--- config.mk ---
export PLATFORM = sky130hd
export DESIGN_NAME = leaf_stream_unpacker_flat
export DESIGN_NICKNAME = d
export VERILOG_FILES = /design/src/rtl/leaf_stream_unpacker_pkg.sv /design/src/rtl/leaf_stream_unpacker_if.sv /design/src/rtl/leaf_stream_unpacker_fifo.sv /design/src/rtl/leaf_stream_unpacker.sv /design/src/flat_wrapper.sv
export SDC_FILE = /design/constraint.sdc
export NUM_CORES = 1
export LEC_CHECK = 0
export ABC_AREA = 1
export CORE_MARGIN = 3
export CORE_UTILIZATION = 25
export DETAILED_ROUTE_END_ITERATION = 7
export PLACE_DENSITY = 0.47
export SYNTH_ARGS = -nofsm -noshare
export SYNTH_HDL_FRONTEND = slang
export SYNTH_SLANG_ARGS = --single-unit
--- constraint.sdc ---
create_clock -name clk -period 3.9 [get_ports clk]
set_input_delay 0.975 -clock clk [delete_from_list [all_inputs] [get_ports clk]]
set_output_delay 0.975 -clock clk [all_outputs]
set_load 0.01 [all_outputs]
--- src/rtl/leaf_stream_unpacker_pkg.sv ---
// Shared packet layout for the BFT leaf receive path: field positions, the
// packet struct and a helper that pulls out the destination leaf/port.
package leaf_pkg;

  localparam int PACKET_BITS   = 49;
  localparam int PAYLOAD_BITS  = 32;
  localparam int NUM_LEAF_BITS = 5;
  localparam int NUM_PORT_BITS = 4;
  localparam int NUM_ADDR_BITS = 7;

  localparam int VALID_BIT   = 48;
  localparam int LEAF_MSB    = 47;
  localparam int LEAF_LSB    = 43;
  localparam int PORT_MSB    = 42;
  localparam int PORT_LSB    = 39;
  localparam int ADDR_MSB    = 38;
  localparam int ADDR_LSB    = 32;
  localparam int PAYLOAD_MSB = 31;
  localparam int PAYLOAD_LSB = 0;

  typedef struct packed {
    logic                     valid;
    logic [NUM_LEAF_BITS-1:0] leaf;
    logic [NUM_PORT_BITS-1:0] port;
    logic [NUM_ADDR_BITS-1:0] addr;
    logic [PAYLOAD_BITS-1:0]  payload;
  } packet_t;

  typedef struct packed {
    logic [NUM_LEAF_BITS-1:0] leaf;
    logic [NUM_PORT_BITS-1:0] port;
  } dest_t;

  function automatic dest_t get_dest(input logic [PACKET_BITS-1:0] pkt);
    packet_t pk;
    dest_t   d;
    pk     = pkt;
    d.leaf = pk.leaf;
    d.port = pk.port;
    return d;
  endfunction

endpackage

--- src/rtl/leaf_stream_unpacker_if.sv ---
// Bus between the BFT leaf input, this unpacker and the user kernel streams.
// vld/ack: a head is transferred on a cycle where vld[p] && ack[p]; ack while
// vld is low has no effect, and vld never waits on ack.
interface leaf_stream_unpacker_if
  import leaf_pkg::*;
#(
  parameter int NUM_IN_PORTS = 2
);

  logic [PACKET_BITS-1:0]               din_leaf_bft2interface;
  logic [NUM_IN_PORTS*PAYLOAD_BITS-1:0] dout_leaf_interface2user;
  logic [NUM_IN_PORTS-1:0]              vld_interface2user;
  logic [NUM_IN_PORTS-1:0]              ack_user2interface;

  modport master (
    output din_leaf_bft2interface,
    output ack_user2interface,
    input  dout_leaf_interface2user,
    input  vld_interface2user
  );

  modport slave (
    input  din_leaf_bft2interface,
    input  ack_user2interface,
    output dout_leaf_interface2user,
    output vld_interface2user
  );

endinterface

--- src/rtl/leaf_stream_unpacker_fifo.sv ---
// First-word-fall-through synchronous FIFO: dout shows the head while not
// empty and reads 0 when empty. A write while full succeeds only alongside a read.
module leaf_sync_fifo #(
  parameter int WIDTH      = 32,
  parameter int DEPTH_BITS = 4
) (
  input  logic             clk,
  input  logic             reset,
  input  logic             wr_en,
  input  logic [WIDTH-1:0] din,
  output logic             full,
  input  logic             rd_en,
  output logic [WIDTH-1:0] dout,
  output logic             empty
);

  localparam int DEPTH = 1 << DEPTH_BITS;
  localparam logic [DEPTH_BITS-1:0] PTR_ONE   = 1;
  localparam logic [DEPTH_BITS:0]   CNT_ONE   = 1;
  localparam logic [DEPTH_BITS:0]   CNT_DEPTH = DEPTH;

  logic [WIDTH-1:0]      mem_q [DEPTH];
  logic [DEPTH_BITS-1:0] wr_ptr_q, wr_ptr_d;
  logic [DEPTH_BITS-1:0] rd_ptr_q, rd_ptr_d;
  logic [DEPTH_BITS:0]   count_q, count_d;
  logic                  do_rd, do_wr;

  assign empty = (count_q == '0);
  assign full  = (count_q == CNT_DEPTH);
  assign do_rd = rd_en && !empty;
  assign do_wr = wr_en && (!full || do_rd);

  always_comb begin
    wr_ptr_d = wr_ptr_q;
    rd_ptr_d = rd_ptr_q;
    count_d  = count_q;
    if (do_wr) wr_ptr_d = wr_ptr_q + PTR_ONE;
    if (do_rd) rd_ptr_d = rd_ptr_q + PTR_ONE;
    case ({do_wr, do_rd})
      2'b10:   count_d = count_q + CNT_ONE;
      2'b01:   count_d = count_q - CNT_ONE;
      default: count_d = count_q;
    endcase
  end

  always_ff @(posedge clk or posedge reset) begin
    if (reset) begin
      wr_ptr_q <= '0;
      rd_ptr_q <= '0;
      count_q  <= '0;
    end else begin
      wr_ptr_q <= wr_ptr_d;
      rd_ptr_q <= rd_ptr_d;
      count_q  <= count_d;
    end
  end

  // Storage is not reset; stale words become unreachable once pointers clear.
  always_ff @(posedge clk) begin
    if (do_wr) mem_q[wr_ptr_q] <= din;
  end

  assign dout = empty ? '0 : mem_q[rd_ptr_q];

endmodule

--- src/rtl/leaf_stream_unpacker.sv ---
// BFT leaf receive stage: registers the incoming packet, keeps those addressed
// to this leaf, and queues payloads per user port behind FWFT FIFOs.
module leaf_stream_unpacker
  import leaf_pkg::*;
#(
  parameter logic [NUM_LEAF_BITS-1:0] LEAF_ID         = 5'd5,
  parameter int                       NUM_IN_PORTS    = 2,
  parameter int                       FIFO_DEPTH_BITS = 4
) (
  input  logic                 clk,
  input  logic                 reset,
  leaf_stream_unpacker_if.slave bus,
  output logic                 overflow,
  output logic [15:0]          drop_cnt
);

  logic [PACKET_BITS-1:0] din_q;
  dest_t                  dest;
  logic                   accept;

  always_ff @(posedge clk or posedge reset) begin
    if (reset) din_q <= '0;
    else       din_q <= bus.din_leaf_bft2interface;
  end

  assign dest   = get_dest(din_q);
  assign accept = din_q[VALID_BIT] && (dest.leaf == LEAF_ID) &&
                  (32'(dest.port) < NUM_IN_PORTS);

  logic [NUM_IN_PORTS-1:0] fifo_full, fifo_empty, fifo_wr, pop, drop_hit;
  logic [PAYLOAD_BITS-1:0] head [NUM_IN_PORTS];

  for (genvar p = 0; p < NUM_IN_PORTS; p++) begin : g_port
    logic hit;
    assign hit         = accept && (32'(dest.port) == p);
    assign pop[p]      = bus.ack_user2interface[p] && !fifo_empty[p];
    // A full FIFO can still take the packet when its head leaves this cycle.
    assign fifo_wr[p]  = hit && (!fifo_full[p] || pop[p]);
    assign drop_hit[p] = hit && fifo_full[p] && !pop[p];

    leaf_sync_fifo #(
      .WIDTH      (PAYLOAD_BITS),
      .DEPTH_BITS (FIFO_DEPTH_BITS)
    ) u_fifo (
      .clk   (clk),
      .reset (reset),
      .wr_en (fifo_wr[p]),
      .din   (din_q[PAYLOAD_MSB:PAYLOAD_LSB]),
      .full  (fifo_full[p]),
      .rd_en (pop[p]),
      .dout  (head[p]),
      .empty (fifo_empty[p])
    );
  end

  always_comb begin
    bus.dout_leaf_interface2user = '0;
    for (int p = 0; p < NUM_IN_PORTS; p++) begin
      bus.dout_leaf_interface2user[p*PAYLOAD_BITS +: PAYLOAD_BITS] = head[p];
    end
  end

  assign bus.vld_interface2user = ~fifo_empty;

  logic        overflow_q, overflow_d;
  logic [15:0] drop_cnt_q, drop_cnt_d;
  logic        drop;

  assign drop = |drop_hit;

  always_comb begin
    overflow_d = overflow_q | drop;
    drop_cnt_d = drop_cnt_q;
    if (drop && (drop_cnt_q != 16'hFFFF)) drop_cnt_d = drop_cnt_q + 16'd1;
  end

  always_ff @(posedge clk or posedge reset) begin
    if (reset) begin
      overflow_q <= 1'b0;
      drop_cnt_q <= '0;
    end else begin
      overflow_q <= overflow_d;
      drop_cnt_q <= drop_cnt_d;
    end
  end

  assign overflow = overflow_q;
  assign drop_cnt = drop_cnt_q;

endmodule

--- src/flat_wrapper.sv ---
// flat-port wrapper written by rule: the top's interface ports become plain ports
module leaf_stream_unpacker_flat import leaf_pkg::*;
#(
  parameter logic [NUM_LEAF_BITS-1:0] LEAF_ID         = 5'd5,
  parameter int                       NUM_IN_PORTS    = 2,
  parameter int                       FIFO_DEPTH_BITS = 4
)
  (clk, reset, overflow, drop_cnt, bus_din_leaf_bft2interface, bus_ack_user2interface, bus_dout_leaf_interface2user, bus_vld_interface2user);
  leaf_stream_unpacker_if #(.NUM_IN_PORTS(NUM_IN_PORTS)) bus_i ();
  input  logic clk;
  input  logic reset;
  output logic overflow;
  output logic [15:0] drop_cnt;
  input wire logic [$bits(bus_i.din_leaf_bft2interface)-1:0] bus_din_leaf_bft2interface;
  input wire logic [$bits(bus_i.ack_user2interface)-1:0] bus_ack_user2interface;
  output wire logic [$bits(bus_i.dout_leaf_interface2user)-1:0] bus_dout_leaf_interface2user;
  output wire logic [$bits(bus_i.vld_interface2user)-1:0] bus_vld_interface2user;
  assign bus_i.din_leaf_bft2interface = bus_din_leaf_bft2interface;
  assign bus_i.ack_user2interface = bus_ack_user2interface;
  assign bus_dout_leaf_interface2user = bus_i.dout_leaf_interface2user;
  assign bus_vld_interface2user = bus_i.vld_interface2user;
  leaf_stream_unpacker #(.LEAF_ID(LEAF_ID), .NUM_IN_PORTS(NUM_IN_PORTS), .FIFO_DEPTH_BITS(FIFO_DEPTH_BITS)) u_core (.clk(clk), .reset(reset), .bus(bus_i), .overflow(overflow), .drop_cnt(drop_cnt));
endmodule
==> reports/results.ini <==
[die]
io_pins = 136
die_area_sq_mm = 0.184
std_cell_rows = 154
fp.dieW_um = 429
die_h_um = 429
core_sq_mm = 0.177
start_util = 0.253

[critical_path]
crit_type = reg2out
cpPeakStageDelay_ps = 560
reg2reg_to = u_core.g_port[1].u_fifo.mem_q[8][23]
reg2reg_from = u_core.din_q[47]
critical_path_required_ps = 2920
critPathMaxFanout = 18
crit_top_cell = buf_4
rr_worst_depth = 8
crit_chain = buf_12 -> buf_16 -> buf_4 -> o21ai_0 -> nor2_1 -> o31ai_1 -> a21oi_1 -> buf_4 -> clkdlybuf4s50_1
critPathLaunchType = flop
cpMaxStageDelayCell = dfrtp_4
rrSetupSlack_ps = 1330
end_kind = output pin
critPathArrivalTime_ps = 2970

[route]
vias = 28500
drc_errors = 0
drt-wirelength-per-cell_um = 20.3
wirelength_mm = 130
drtPass1Iterations = 6
avgViaCountPerCell = 4.46
drt_iter0_markers = 2228
ant_nets = 0

[synthesis]
synth_cell_type_count = 39
synthSimpleGateAreaFrac = 0.184
synth_top_family_by_area = simple AND/OR/NAND/NOR gates
synth.cell_area_sq_mm = 0.0447
synthAdderAreaFrac = 0.00504
syn_avg_cell_area_sq_um = 12.0
syn_nets = 3801
synth-compound-area-share = 0.0412
yosysSeqAreaShare = 0.736
muxShareOfSynthArea = 0
ys_ff_latch = 1109
synth_xor_area_frac = 0.00490
syn_inst = 3730
ys_warn_count = 0

[place]
dpl_cell_area_sq_mm = 0.0499
port_buffers = 128
post-dp-hpwl_mm = 67.0
gp_congestion = 0.725

[clocking]
cts_tree = yes
cts_htree_levels = 3
cts.sinks = 1109
clkLatencyLatePin_ps = 740
cts-root-buf = clkbuf_16
cts_buffer_depth = 3
hold_buffers = 0
path_clk_slew_ps = 60
cts_made_buffers = 117

[global_route]
grt_pass1_vias = 28100
grt_max_degree = 67
grt_pass1_wl_mm = 191
antenna_found_initial = 4
grt-ovfl-total = 0
track_usage = 0.138

[power]
power_density_mw_per_mm2 = 708
peakVddDrop_mv = 0.410
leakage_nw = 19.6
total_power_w = 0.0387

[outcome]
outcome = finished with violations
violations = negative setup slack

[sta]
maxSlewHeadroom = 0.169
finalSetupViolCount = 1
max_freq_mhz = 253
tightest_slew_ps = 1250
finClkSkew_ps = 36.0
drv_slew = 0
finalCriticalPeriod_ps = 3950
fin_ws_ps = -46.4
finalCritPeriodShare = 1.01
hold_violations = 0
rsz0062_at_grt = yes

[flow_run]
cap_violations = 0

[cells_and_area]
final_area_sq_mm = 0.0547
fin_nets = 4020
final_common_cell = nand2_1
fillCellCount = 17800
area_growth_pct = 22.3
final_core_util = 0.309
drive_above_1_share = 0.115
final_cell_mix = nand2_1 (1,196), edfxtp_1 (1,024), nand3_1 (546)

[min_path]
whs_path_depth = 1
hp-start = u_core.overflow
hp-class = reg2reg
min_to = u_core.overflow

cell families after synthesis:
kind of cell / after synthesis
and+or+nand+nor: 1968
DFF: 1109
AOI/OAI and AO/OA: 334
buffers and inverters: 276
xor gates and xnor gates: 25
adders and majority gates: 18
synthesized netlist by cell type, drive strengths merged:
| master | instances | area, sq um |
|---|---|---|
| nand2 | 1202 | 4530 |
| edfxtp | 1024 | 30700 |
| nand3 | 548 | 2750 |
| a21oi | 192 | 961 |
| nor2 | 190 | 723 |
| buf | 155 | 846 |
| dfrtp | 85 | 2130 |
| o21ai | 73 | 365 |
| clkbuf | 65 | 244 |
| o31ai | 64 | 480 |
| inv | 55 | 209 |
| xor2 | 19 | 166 |
| ha | 18 | 225 |
| nand4 | 13 | 96.3 |
| nor3 | 7 | 51.3 |
| xnor2 | 6 | 52.6 |
| a31oi | 3 | 18.8 |
| nand3b | 3 | 26.3 |
| o21bai | 2 | 15.0 |
| or2 | 2 | 12.5 |
| and2 | 1 | 7.51 |
| and3 | 1 | 6.26 |
| clkinv | 1 | 5.00 |
| nor4 | 1 | 21.3 |
where the power goes:
group | switching, W | internal [W]
Combinational | 0.00894 | 0.00557
Clock | 0.00470 | 0.00608
Sequential | 0.000290 | 0.0131
worst max-delay path, delay by kind of cell (launching register included):
family | cells | cell delay, ps
AND/OR/NAND/NOR | 1 | 60
AO/OA/AOI/OAI | 3 | 490
buffers and inverters | 5 | 1140
flip-flops | 1 | 560
stage by stage:
step	cells	worst slack (ps)	TNS (ps)	hold slack (ps)
after global routing	6382	-236	-454	510
final	6384	-46.4	-46.4	473
after detailed placement	6122	386	0	457
after CTS	6375	-230	-1470	474
after floorplan	3730	494	0	478
after global placement	6122	397	0	460
timing repair:
item,CTS,global route
resized for setup,130,44
pin swaps,10,14
gates cloned,20,2
setup endpoints to repair,64,36
setup buffers,21,5
final cells by class:
class | count | area [sq um] | share of cell area
diodes | 2 | 5.00 | 0.0000916
clock buffers | 144 | 3080 | 0.0564
clock inverters | 68 | 611 | 0.0112
inverters | 56 | 265 | 0.00485
multi-input cells | 2345 | 10900 | 0.199
flip-flops and latches | 1109 | 32900 | 0.602
well taps | 2340 | 2930 | 0.0536
repair buffers | 317 | 3960 | 0.0725
repair inverters | 3 | 28.8 | 0.000526
how the worst max path moves through the flow:
stage	to	slack [ps]	start	depth (start not counted)
floorplan	u_core.g_port[0].u_fifo.mem_q[11][0]	490	bus_ack_user2interface[0]	6
global placement	bus_dout_leaf_interface2user[24]	400	u_core.g_port[0].u_fifo.rd_ptr_q[0]	8
detailed placement	u_core.g_port[1].u_fifo.mem_q[8][12]	390	bus_ack_user2interface[1]	7
CTS	bus_dout_leaf_interface2user[57]	-230	u_core.g_port[1].u_fifo.rd_ptr_q[0]	10
global route	bus_dout_leaf_interface2user[35]	-240	u_core.g_port[1].u_fifo.rd_ptr_q[0]	9
finish	bus_dout_leaf_interface2user[34]	-50	u_core.g_port[1].u_fifo.rd_ptr_q[0]	9
flip-flops by register name, indices dropped and copies added, names as in the netlist:
name	flops
u_core.g_port.u_fifo.mem_q	1024
u_core.drop_cnt	16
u_core.g_port.u_fifo.count_q	10
u_core.overflow	1
u_core.g_port.u_fifo.wr_ptr_q	8
u_core.g_port.u_fifo.rd_ptr_q	8
u_core.din_q	42
routing by layer:
metal,GRT usage,wire [um],vias to the layer above
met5,0,11,-
met3,0.0189,5330,155
met4,0.0392,2870,2
li1,-,-,13600
met1,0.185,58600,14200
met2,0.233,62800,562
Note: power is estimated with default switching activity, not from simulation.
